$ cat src/rtl/mc_control_pkg.sv
`default_nettype none
// ============================================================================
//  Module      : mc_control_pkg
//  Description : Shared definitions for the multi-cycle MIPS sequencer:
//                opcode constants, FSM state encodings, and the datapath
//                select codes driven onto alu_src_b, alu_op and pc_source.
//  Revision    : 1.0 - initial release
// ============================================================================
package mc_control_pkg;

    // Opcode field, instruction bits [31:26]
    localparam logic [5:0] OP_RTYPE = 6'b000000;
    localparam logic [5:0] OP_LW    = 6'b100011;
    localparam logic [5:0] OP_SW    = 6'b101011;
    localparam logic [5:0] OP_BEQ   = 6'b000100;
    localparam logic [5:0] OP_J     = 6'b000010;
    localparam logic [5:0] OP_ADDI  = 6'b001000;

    // Sequencer states; encodings are visible on the debug state port
    typedef enum logic [3:0] {
        S_IDLE   = 4'd0,
        S_FETCH  = 4'd1,
        S_DECODE = 4'd2,
        S_MEMADR = 4'd3,
        S_MEMRD  = 4'd4,
        S_MEMWB  = 4'd5,
        S_MEMWR  = 4'd6,
        S_EXEC   = 4'd7,
        S_ALUWB  = 4'd8,
        S_BRANCH = 4'd9,
        S_JUMP   = 4'd10,
        S_ADDIEX = 4'd11,
        S_ADDIWB = 4'd12
    } state_e;

    // ALU B operand select
    localparam logic [1:0] SRCB_RT     = 2'b00;
    localparam logic [1:0] SRCB_FOUR   = 2'b01;
    localparam logic [1:0] SRCB_IMM    = 2'b10;
    localparam logic [1:0] SRCB_IMMSH2 = 2'b11;

    // ALU operation
    localparam logic [1:0] ALUOP_ADD   = 2'b00;
    localparam logic [1:0] ALUOP_SUB   = 2'b01;
    localparam logic [1:0] ALUOP_FUNCT = 2'b10;

    // Next-pc source
    localparam logic [1:0] PCSRC_ALU    = 2'b00;
    localparam logic [1:0] PCSRC_ALUOUT = 2'b01;
    localparam logic [1:0] PCSRC_JUMP   = 2'b10;

    // States that wait on the unified memory through mem_ready
    function automatic logic is_mem_state(input state_e s);
        return (s == S_FETCH) || (s == S_MEMRD) || (s == S_MEMWR);
    endfunction

endpackage
`default_nettype wire

$ cat src/rtl/mc_control_mem_wait_timer.sv
`default_nettype none
// ============================================================================
//  Module      : mc_control_mem_wait_timer
//  Description : Watchdog for memory states. Counts consecutive cycles in
//                which the memory has not responded; flags expiry once the
//                count has reached LIMIT.
//  Ports       : clk, rst        clock / async active-high reset
//                clr_i           restart count (state entry)
//                en_i            count one more stalled cycle
//                expired_o       count already equals LIMIT
//  Revision    : 1.0 - initial release
// ============================================================================
module mc_control_mem_wait_timer #(
    parameter int unsigned LIMIT = 15
) (
    input  logic clk,
    input  logic rst,
    input  logic clr_i,
    input  logic en_i,
    output logic expired_o
);

    localparam int TW = (LIMIT < 2) ? 1 : $clog2(LIMIT + 1);

    logic [TW-1:0] count_q;
    logic [TW-1:0] count_d;

    assign expired_o = (count_q == TW'(LIMIT));

    // Saturate at LIMIT; the sequencer aborts (and clears) before it matters
    always_comb begin
        count_d = count_q;
        if (clr_i) begin
            count_d = '0;
        end else if (en_i && !expired_o) begin
            count_d = count_q + TW'(1);
        end
    end

    always_ff @(posedge clk or posedge rst) begin
        if (rst) begin
            count_q <= '0;
        end else begin
            count_q <= count_d;
        end
    end

endmodule
`default_nettype wire

$ cat src/rtl/mc_control.sv
`default_nettype none
// ============================================================================
//  Module      : mc_control
//  Description : Multi-cycle sequencer for the MIPS datapath. Steps each
//                instruction through fetch/decode/execute/memory/writeback,
//                decodes datapath selects from the current state, handles a
//                variable-latency memory via mem_ready with a watchdog, and
//                counts retired instructions.
//  Ports       : clk, rst              clock / async active-high reset
//                op_i, zero_i          opcode field, ALU zero flag
//                mem_ready_i           memory completed the current access
//                pc_en_o .. pc_source_o datapath selects and enables
//                state_o               current state (debug)
//                instr_done_o          retire pulse
//                illegal_op_o          unsupported-opcode pulse
//                mem_timeout_o         sticky watchdog flag
//                instr_count_o         retired instruction count
//  Revision    : 1.0 - initial release
// ============================================================================
module mc_control
    import mc_control_pkg::*;
#(
    parameter int unsigned WAIT_LIMIT = 15,
    parameter int unsigned CNT_W      = 32
) (
    input  logic             clk,
    input  logic             rst,
    input  logic [5:0]       op_i,
    input  logic             zero_i,
    input  logic             mem_ready_i,
    output logic             pc_en_o,
    output logic             i_or_d_o,
    output logic             mem_read_o,
    output logic             mem_write_o,
    output logic             ir_write_o,
    output logic             reg_dst_o,
    output logic             mem_to_reg_o,
    output logic             reg_write_o,
    output logic             alu_src_a_o,
    output logic [1:0]       alu_src_b_o,
    output logic [1:0]       alu_op_o,
    output logic [1:0]       pc_source_o,
    output logic [3:0]       state_o,
    output logic             instr_done_o,
    output logic             illegal_op_o,
    output logic             mem_timeout_o,
    output logic [CNT_W-1:0] instr_count_o
);

    state_e           state_q;
    state_e           state_d;
    logic             instr_done_q;
    logic             illegal_op_q;
    logic             mem_timeout_q;
    logic [CNT_W-1:0] instr_count_q;

    logic             w_expired;
    logic             w_abort;
    logic             w_retire;
    logic             w_illegal;
    logic             w_timer_clr;
    logic             w_timer_en;
    logic             w_pc_write;
    logic             w_pc_write_cond;

    // ------------------------------------------------------------------
    // Watchdog: restarts on every state change (and on an abort, since an
    // aborted fetch re-enters FETCH without a visible state change).
    // ------------------------------------------------------------------
    assign w_timer_en  = is_mem_state(state_q) && !mem_ready_i;
    assign w_timer_clr = (state_d != state_q) || w_abort;

    mc_control_mem_wait_timer #(
        .LIMIT (WAIT_LIMIT)
    ) u_wait_timer (
        .clk       (clk),
        .rst       (rst),
        .clr_i     (w_timer_clr),
        .en_i      (w_timer_en),
        .expired_o (w_expired)
    );

    // ------------------------------------------------------------------
    // Next state. mem_ready wins over an expiring watchdog in the same cycle.
    // ------------------------------------------------------------------
    always_comb begin
        state_d   = state_q;
        w_abort   = 1'b0;
        w_retire  = 1'b0;
        w_illegal = 1'b0;
        case (state_q)
            S_IDLE:   state_d = S_FETCH;
            S_FETCH: begin
                if (mem_ready_i)    state_d = S_DECODE;
                else if (w_expired) w_abort = 1'b1;
            end
            S_DECODE: begin
                case (op_i)
                    OP_RTYPE:      state_d = S_EXEC;
                    OP_LW, OP_SW:  state_d = S_MEMADR;
                    OP_BEQ:        state_d = S_BRANCH;
                    OP_J:          state_d = S_JUMP;
                    OP_ADDI:       state_d = S_ADDIEX;
                    default: begin
                        state_d   = S_FETCH;
                        w_illegal = 1'b1;
                    end
                endcase
            end
            S_MEMADR: state_d = (op_i == OP_LW) ? S_MEMRD : S_MEMWR;
            S_MEMRD: begin
                if (mem_ready_i)    state_d = S_MEMWB;
                else if (w_expired) w_abort = 1'b1;
            end
            S_MEMWB: begin
                state_d  = S_FETCH;
                w_retire = 1'b1;
            end
            S_MEMWR: begin
                if (mem_ready_i) begin
                    state_d  = S_FETCH;
                    w_retire = 1'b1;
                end else if (w_expired) begin
                    w_abort = 1'b1;
                end
            end
            S_EXEC:   state_d = S_ALUWB;
            S_ALUWB, S_BRANCH, S_JUMP, S_ADDIWB: begin
                state_d  = S_FETCH;
                w_retire = 1'b1;
            end
            S_ADDIEX: state_d = S_ADDIWB;
            default:  state_d = S_FETCH;
        endcase
        if (w_abort) begin
            state_d = S_FETCH;
        end
    end

    // ------------------------------------------------------------------
    // State register and registered status outputs
    // ------------------------------------------------------------------
    always_ff @(posedge clk or posedge rst) begin
        if (rst) begin
            state_q       <= S_IDLE;
            instr_done_q  <= 1'b0;
            illegal_op_q  <= 1'b0;
            mem_timeout_q <= 1'b0;
            instr_count_q <= '0;
        end else begin
            state_q      <= state_d;
            instr_done_q <= w_retire;
            illegal_op_q <= w_illegal;
            if (w_abort) begin
                mem_timeout_q <= 1'b1;
            end
            if (w_retire) begin
                instr_count_q <= instr_count_q + CNT_W'(1);
            end
        end
    end

    // ------------------------------------------------------------------
    // Moore output decode. Only the fetch-side IR/PC loads look at
    // mem_ready, so the IR captures the word in the cycle it arrives.
    // ------------------------------------------------------------------
    always_comb begin
        w_pc_write      = 1'b0;
        w_pc_write_cond = 1'b0;
        i_or_d_o        = 1'b0;
        mem_read_o      = 1'b0;
        mem_write_o     = 1'b0;
        ir_write_o      = 1'b0;
        reg_dst_o       = 1'b0;
        mem_to_reg_o    = 1'b0;
        reg_write_o     = 1'b0;
        alu_src_a_o     = 1'b0;
        alu_src_b_o     = SRCB_RT;
        alu_op_o        = ALUOP_ADD;
        pc_source_o     = PCSRC_ALU;
        case (state_q)
            S_FETCH: begin
                mem_read_o  = 1'b1;
                alu_src_b_o = SRCB_FOUR;
                ir_write_o  = mem_ready_i;
                w_pc_write  = mem_ready_i;
            end
            S_DECODE: alu_src_b_o = SRCB_IMMSH2;
            S_MEMADR, S_ADDIEX: begin
                alu_src_a_o = 1'b1;
                alu_src_b_o = SRCB_IMM;
            end
            S_MEMRD: begin
                mem_read_o = 1'b1;
                i_or_d_o   = 1'b1;
            end
            S_MEMWB: begin
                mem_to_reg_o = 1'b1;
                reg_write_o  = 1'b1;
            end
            S_MEMWR: begin
                mem_write_o = 1'b1;
                i_or_d_o    = 1'b1;
            end
            S_EXEC: begin
                alu_src_a_o = 1'b1;
                alu_op_o    = ALUOP_FUNCT;
            end
            S_ALUWB: begin
                reg_dst_o   = 1'b1;
                reg_write_o = 1'b1;
            end
            S_BRANCH: begin
                alu_src_a_o     = 1'b1;
                alu_op_o        = ALUOP_SUB;
                w_pc_write_cond = 1'b1;
                pc_source_o     = PCSRC_ALUOUT;
            end
            S_JUMP: begin
                w_pc_write  = 1'b1;
                pc_source_o = PCSRC_JUMP;
            end
            S_ADDIWB: reg_write_o = 1'b1;
            default: ;
        endcase
    end

    assign pc_en_o       = w_pc_write | (w_pc_write_cond & zero_i);
    assign state_o       = state_q;
    assign instr_done_o  = instr_done_q;
    assign illegal_op_o  = illegal_op_q;
    assign mem_timeout_o = mem_timeout_q;
    assign instr_count_o = instr_count_q;

endmodule
`default_nettype wire

$ cat config.mk
export PLATFORM = sky130hd
export DESIGN_NAME = mc_control
export DESIGN_NICKNAME = d
export VERILOG_FILES = /design/src/rtl/mc_control_pkg.sv /design/src/rtl/mc_control_mem_wait_timer.sv /design/src/rtl/mc_control.sv
export SDC_FILE = /design/constraint.sdc
export NUM_CORES = 1
export LEC_CHECK = 0
export ABC_AREA = 1
export ABC_CLOCK_PERIOD_IN_PS = 2350
export CELL_PAD_IN_SITES_DETAIL_PLACEMENT = 1
export CELL_PAD_IN_SITES_GLOBAL_PLACEMENT = 1
export CORE_MARGIN = 3
export CORE_UTILIZATION = 38
export DETAILED_ROUTE_END_ITERATION = 10
export PLACE_DENSITY_LB_ADDON = 0.1
export SLEW_MARGIN = 10
export SYNTH_ARGS = -nofsm -noshare
export SYNTH_HDL_FRONTEND = slang
export SYNTH_SLANG_ARGS = --single-unit
$ cat constraint.sdc
create_clock -name clk -period 2.35 [get_ports clk]
set_input_delay 0.47 -clock clk [delete_from_list [all_inputs] [get_ports clk]]
set_output_delay 0.47 -clock clk [all_outputs]
set_load 0.01 [all_outputs]
Word level (Yosys, flattened, before mapping). Cells that the tools add are included. W data, S select, Z words.

Word-level logic and storage cells: 76. Bits in registers: 43. Input bits: 10. RAM bits: 0. Memories kept: 0. ROM bits: 0. Bits in latches: 0. Output and inout bits: 54.

Add/subtract/negate cells: 2. Muxes and demuxes: 29. Divide/modulo/power cells: 0. Bitwise gates (word level): 2. $lt $le $gt $ge: 0. Shift operators: 0. Equal/unequal tests: 19. Reductions and logical operators: 18. Multiply operators: 0.

Operator list (count): $add A32 B1 Y32 const B (1); $pmux W4 S7 (1); $eq A4 B4 Y1 const B (6); $mux W4 (6); $pmux W4 S5 (1); $eq A4 B3 Y1 const B (4); $mux W1 (15); $eq A6 B6 Y1 const B (2); $eq A4 B2 Y1 const B (2); $pmux W2 S2 (2); $reduce_or A2 Y1 (4); $eq A6 B2 Y1 const B (1); $eq A6 B3 Y1 const B (1); $eq A6 B4 Y1 const B (1); $logic_not A6 Y1 (1); $pmux W2 S3 (1); $reduce_or A3 Y1 (2); $reduce_or A6 Y1 (1); $reduce_or A5 Y1 (1); $add A4 B1 Y4 const B (1); $eq A4 B1 Y1 const B (1); $ne A4 B4 Y1 (1); $pmux W1 S2 (2); $reduce_or A4 Y1 (1); other kinds (7) (11).

Longest topological paths before layout.
Depth after elaboration: 8. Gate-level depth with buffers: 11. Mapped depth without buffers: 10.

Hierarchy. A second synthesis with hierarchy kept.

Cell total of the unflattened synthesis: 436. Area total of the unflattened synthesis: 2830.2 µm².

Modules (own cells, without submodules): mc_control (seq. area each 975.9 µm², area an instance 2601.2 µm², instances 1, cells each 406); mc_control_mem_wait_timer (seq. area each 100.1 µm², area an instance 229.0 µm², instances 1, cells each 30).

Least setup slack after synthesis. OpenSTA, ideal clock, no wires.

Path type: reg2reg. Start point: reg instr_count_q[0], in the netlist instr_count_o[0]. End point: reg instr_count_q[8], in the netlist instr_count_o[8]. Period minus slack after synthesis: 1531 ps. Data arrival time: 1402 ps. Buffers on the path: 0. Cell stages (with the launch flop): 9. Setup slack: 819 ps. Required time: 2221 ps. Setup time: 129 ps. Cell sequence: dfrtp_1 > ha_1 > inv_1 > nor2_1 > nand2_1 > inv_1 > nor2_1 > o21ai_0 > o21ai_0.

Cells in the longest elaborated chain, start to end: 1.

Ends and longest elaborated chain: start, declared (RTL line mc_control.sv:55) `logic [CNT_W-1:0] instr_count_q;`; start signal, assigned (RTL line mc_control.sv:158) `instr_count_q <= instr_count_q + CNT_W'(1);`; $add A32 B1 Y32 (RTL line mc_control.sv:158).

No other way between the ends. A chain may end at the register's enable or synchronous reset.

Final worst setup path.
Start point: reg state_q[3], in the netlist state_o[3]. End point: out ir_write_o.

Cells in the longest elaborated chain, start to end: 2.

Ends and longest elaborated chain: start, declared (RTL line mc_control.sv:50) `state_e state_q;`; start signal, assigned (RTL line mc_control.sv:151) `state_q <= state_d;`; $eq A4 B1 Y1 (RTL line mc_control.sv:181) `case (state_q)`; $mux W1 (RTL line mc_control.sv:181); end, declared (RTL line mc_control.sv:35) `output logic ir_write_o,`.

No other way between the ends.

==> metrics.md <==
| Metric | Value |
|---|---|
| Max-slew violations | 0 |
| # setup viols final | 0 |
| DRC errors left | 0 |
| Critical Path Source | state_o[3]$_DFF_PP0_ |
| Worst r2r path cells | 8 |
| Routed vias/inst | 4.92 |
| Leading area contributor after synthesis | dfrtp_1 |
| Die span in y | 93.1 um |
| CTS sink count | 43 |
| Skew final | 0.00557 ns |
| Reg2reg setup slack | 0.49 ns |
| CP Capture Type | output pin |
| Leak | 1.79 nW |
| Status | complete, no violations |
| Max Cap Violations | 0 |
| Total power | 2.58 mW |
| Initial Utilization | 0.395 |
| Post-synth design cell area | 2880 um2 |
| Final Wtd Congestion | 0.902 |
| Relative slew slack | 0.664 |
| Post-DRT Antenna Nets | 0 |
| Root buf cell | clkbuf_8 |
| Num CTS Buffers | 5 |
| Synth top area cells | dfrtp_1 (37%), nand2_1 (27%), nor2_1 (10%) |
| Via count | 3092 |
| Die Footprint | 8660 um2 |
| Reg2Reg Launch Point | state_o[3]$_DFF_PP0_ |
| Routed len/inst | 14.8 um |
| WHS Path Cells | 1 |
| Final HPWL DP | 7.54 mm |
| Count of input and output buffers | 63 |
| Site Rows | 31 |
| Cells after DPL | 620 |
| Largest net degree at the start of global routing | 27 |
| Core Util, Final | 0.513 |
| Mean Syn Cell Area | 6.24 um2 |
| Vias in the first global route | 3241 |
| FF-to-FF End | instr_count_o[16]$_DFFE_PP0P_ |
| P per Cell Area | 689 nW/um2 |
| Startpoint types | flip-flop |
| Most common cell in the netlist | nand2_1 |
| Seq cells post-synth | 43 |
| Final net count | 541 |
| TritonRoute pass-1 iters | 4 |
| EDFF count, synth | 0 |
| Cell count after synthesis | 462 |
| Fraction of layout cells with a size suffix above 1 | 0.0660 |
| Syn nets | 474 |
| First-pass GRT wire length | 15.6 mm |
| WP data required | 1.88 ns |
| Setup ws final | 0.104 ns |
| Initial antenna violation count | 0 |
| Synth async-reset ratio | 1.00 |
| Crit-path max FO | 5 |
| Hold EP | u_wait_timer.count_q[0]$_DFFE_PP0P_ |
| Synth top cells by count | nand2_1 (207), nor2_1 (79), inv_1 (48) |
| P&R area growth vs syn | 29.8% |
| Top FF cell, synth | dfrtp_1 |
| Design area | 3740 um2 |
| Peak supply drop | 449 uV |
| Pre-CTS WS | 0.138 ns |
| Min Tclk post-route | 2.25 ns |
| Tightest Hold Check Type | reg2reg |
| WL final | 9.31 mm |
| Least-Margin Pin Slew | 0.503 ns |
| Final cell count without fillers | 629 |
| Unique masters post-synth | 27 |
| Warnings, synthesis | 0 |
| Die X-Extent | 93.1 um |
| Tcrit/Tclk final | 0.956 |
| Overall Global Routing Usage | 0.227 |
| H-Tree Depth | 2 |
| Initial DRC Count | 114 |
| Achievable frequency | 0.445 GHz |
| Core area | 7290 um2 |
| Hold_sp | u_wait_timer.count_q[0]$_DFFE_PP0P_ |
| Ports | 64 |
| Placed cell areas | 3610 um2 |
| Critical Path AT | 1.78 ns |
| Hold Fails Final Rpt | 0 |
| Clk_lat worst skew | 0.30 ns |
| Grt ovf | 0 |
| CTS Buffer Depth | 2 |
| TritonCTS clock tree | built |
| WS Path Type | reg2out |
| Clk pin slew, worst setup/hold paths | 0.08 ns |
| Yosys top cell area share | 0.373 |
| Sequential fraction of the synthesis area | 0.373 |
| Antenna diodes | 0 |
==> repair_timing <==
action / CTS / global route
resized for setup: 1 / 11
hold buffers: 0 / 0
endpoints found under the hold margin: 0 / 0
setup endpoints to repair: 3 / 7
pin swaps: 0 / 0
buffers inserted: 0 / 1
==> worst max-delay path, cell delays in order, from the launching register on <==
cell and delay (ns):
dfrtp_1 0.41, inv_2 0.14, nand2_2 0.11, nor2_2 0.12, nand2_1 0.10, inv_1 0.07
clkdlybuf4s50_1 0.53
==> metrics by stage <==
stage               hold slack (ns)   TNS, ns
CTS                           0.468  -0.00446
global placement              0.451         0
finish                        0.466         0
global route                  0.512   -0.0131
detailed placement            0.457         0
floorplan                     0.432         0
==> kinds of logic (layout without fill, tap and decap cells) <==
logic type | after synthesis | in the layout | share of synthesized area
xor gates and xnor gates | 11 | 11 | 0.0334
and+or+nand+nor | 325 | 325 | 0.452
adders and majority gates | 2 | 2 | 0.00868
DFF | 43 | 43 | 0.373
buffers and inverters | 59 | 127 | 0.0908
AOI/OAI and AO/OA | 22 | 22 | 0.0413
==> area by class of cell <==
cell class              count  area (um2)
repair buffers             67         678
flip-flops and latches     43        1080
multi-input cells         360        1560
well taps                  99         124
inverters                  52         198
fillers                  1028        3550
clock buffers               8         100
==> flip-flops by register name (all words and copies together) (netlist names) <==
signal / cells
illegal_op_o: 1
instr_count_o: 32
instr_done_o: 1
mem_timeout_o: 1
state_o: 4
u_wait_timer.count_q: 4
==> layer usage <==
metal,global-route usage,part of all wire,up-vias
li1,-,-,1535
met1,0.263,0.42,1487
met2,0.428,0.53,52
met3,0.0338,0.025,18
met4,0.0647,0.024,0
met5,0,0,-
==> cells in the final DEF (no fill, tap or decap), types with 2 or more instances in the layout <==
cell type          n
buf_4              3
dfrtp_1           40
nor2_4             3
nand2_1          206
nand3_1           24
a21oi_1            3
inv_2              5
nor3_1             2
clkbuf_8           7
nand3b_1           2
nor2_2             4
o21ai_0            8
dfrtp_2            3
ha_1               2
o21ai_1            7
nand2_2            5
dlymetal6s2s_1     2
inv_1             46
clkdlybuf4s50_1   61
xor2_1            11
nor2_1            75
==> power breakdown <==
part           switching, mW  total [mW]  leakage, nW  internal, mW
clock                  0.263       0.532       0.0515         0.269
sequential             0.110       0.936        0.586         0.826
combinational          0.659        1.11         1.16         0.450
==> how the worst max path moves through the flow <==
stage | endpoint | cells after the start | slack (ns)
2_1_floorplan | instr_count_o[8]$_DFFE_PP0P_ | 8 | 0.82
3_3_place_gp | pc_en_o | 4 | 0.17
3_5_place_dp | pc_en_o | 4 | 0.14
4_1_cts | alu_src_a_o | 6 | -0.004
5_1_grt | ir_write_o | 6 | -0.008
6_report | ir_write_o | 6 | 0.10
Note: power is estimated with default switching activity, not from simulation.
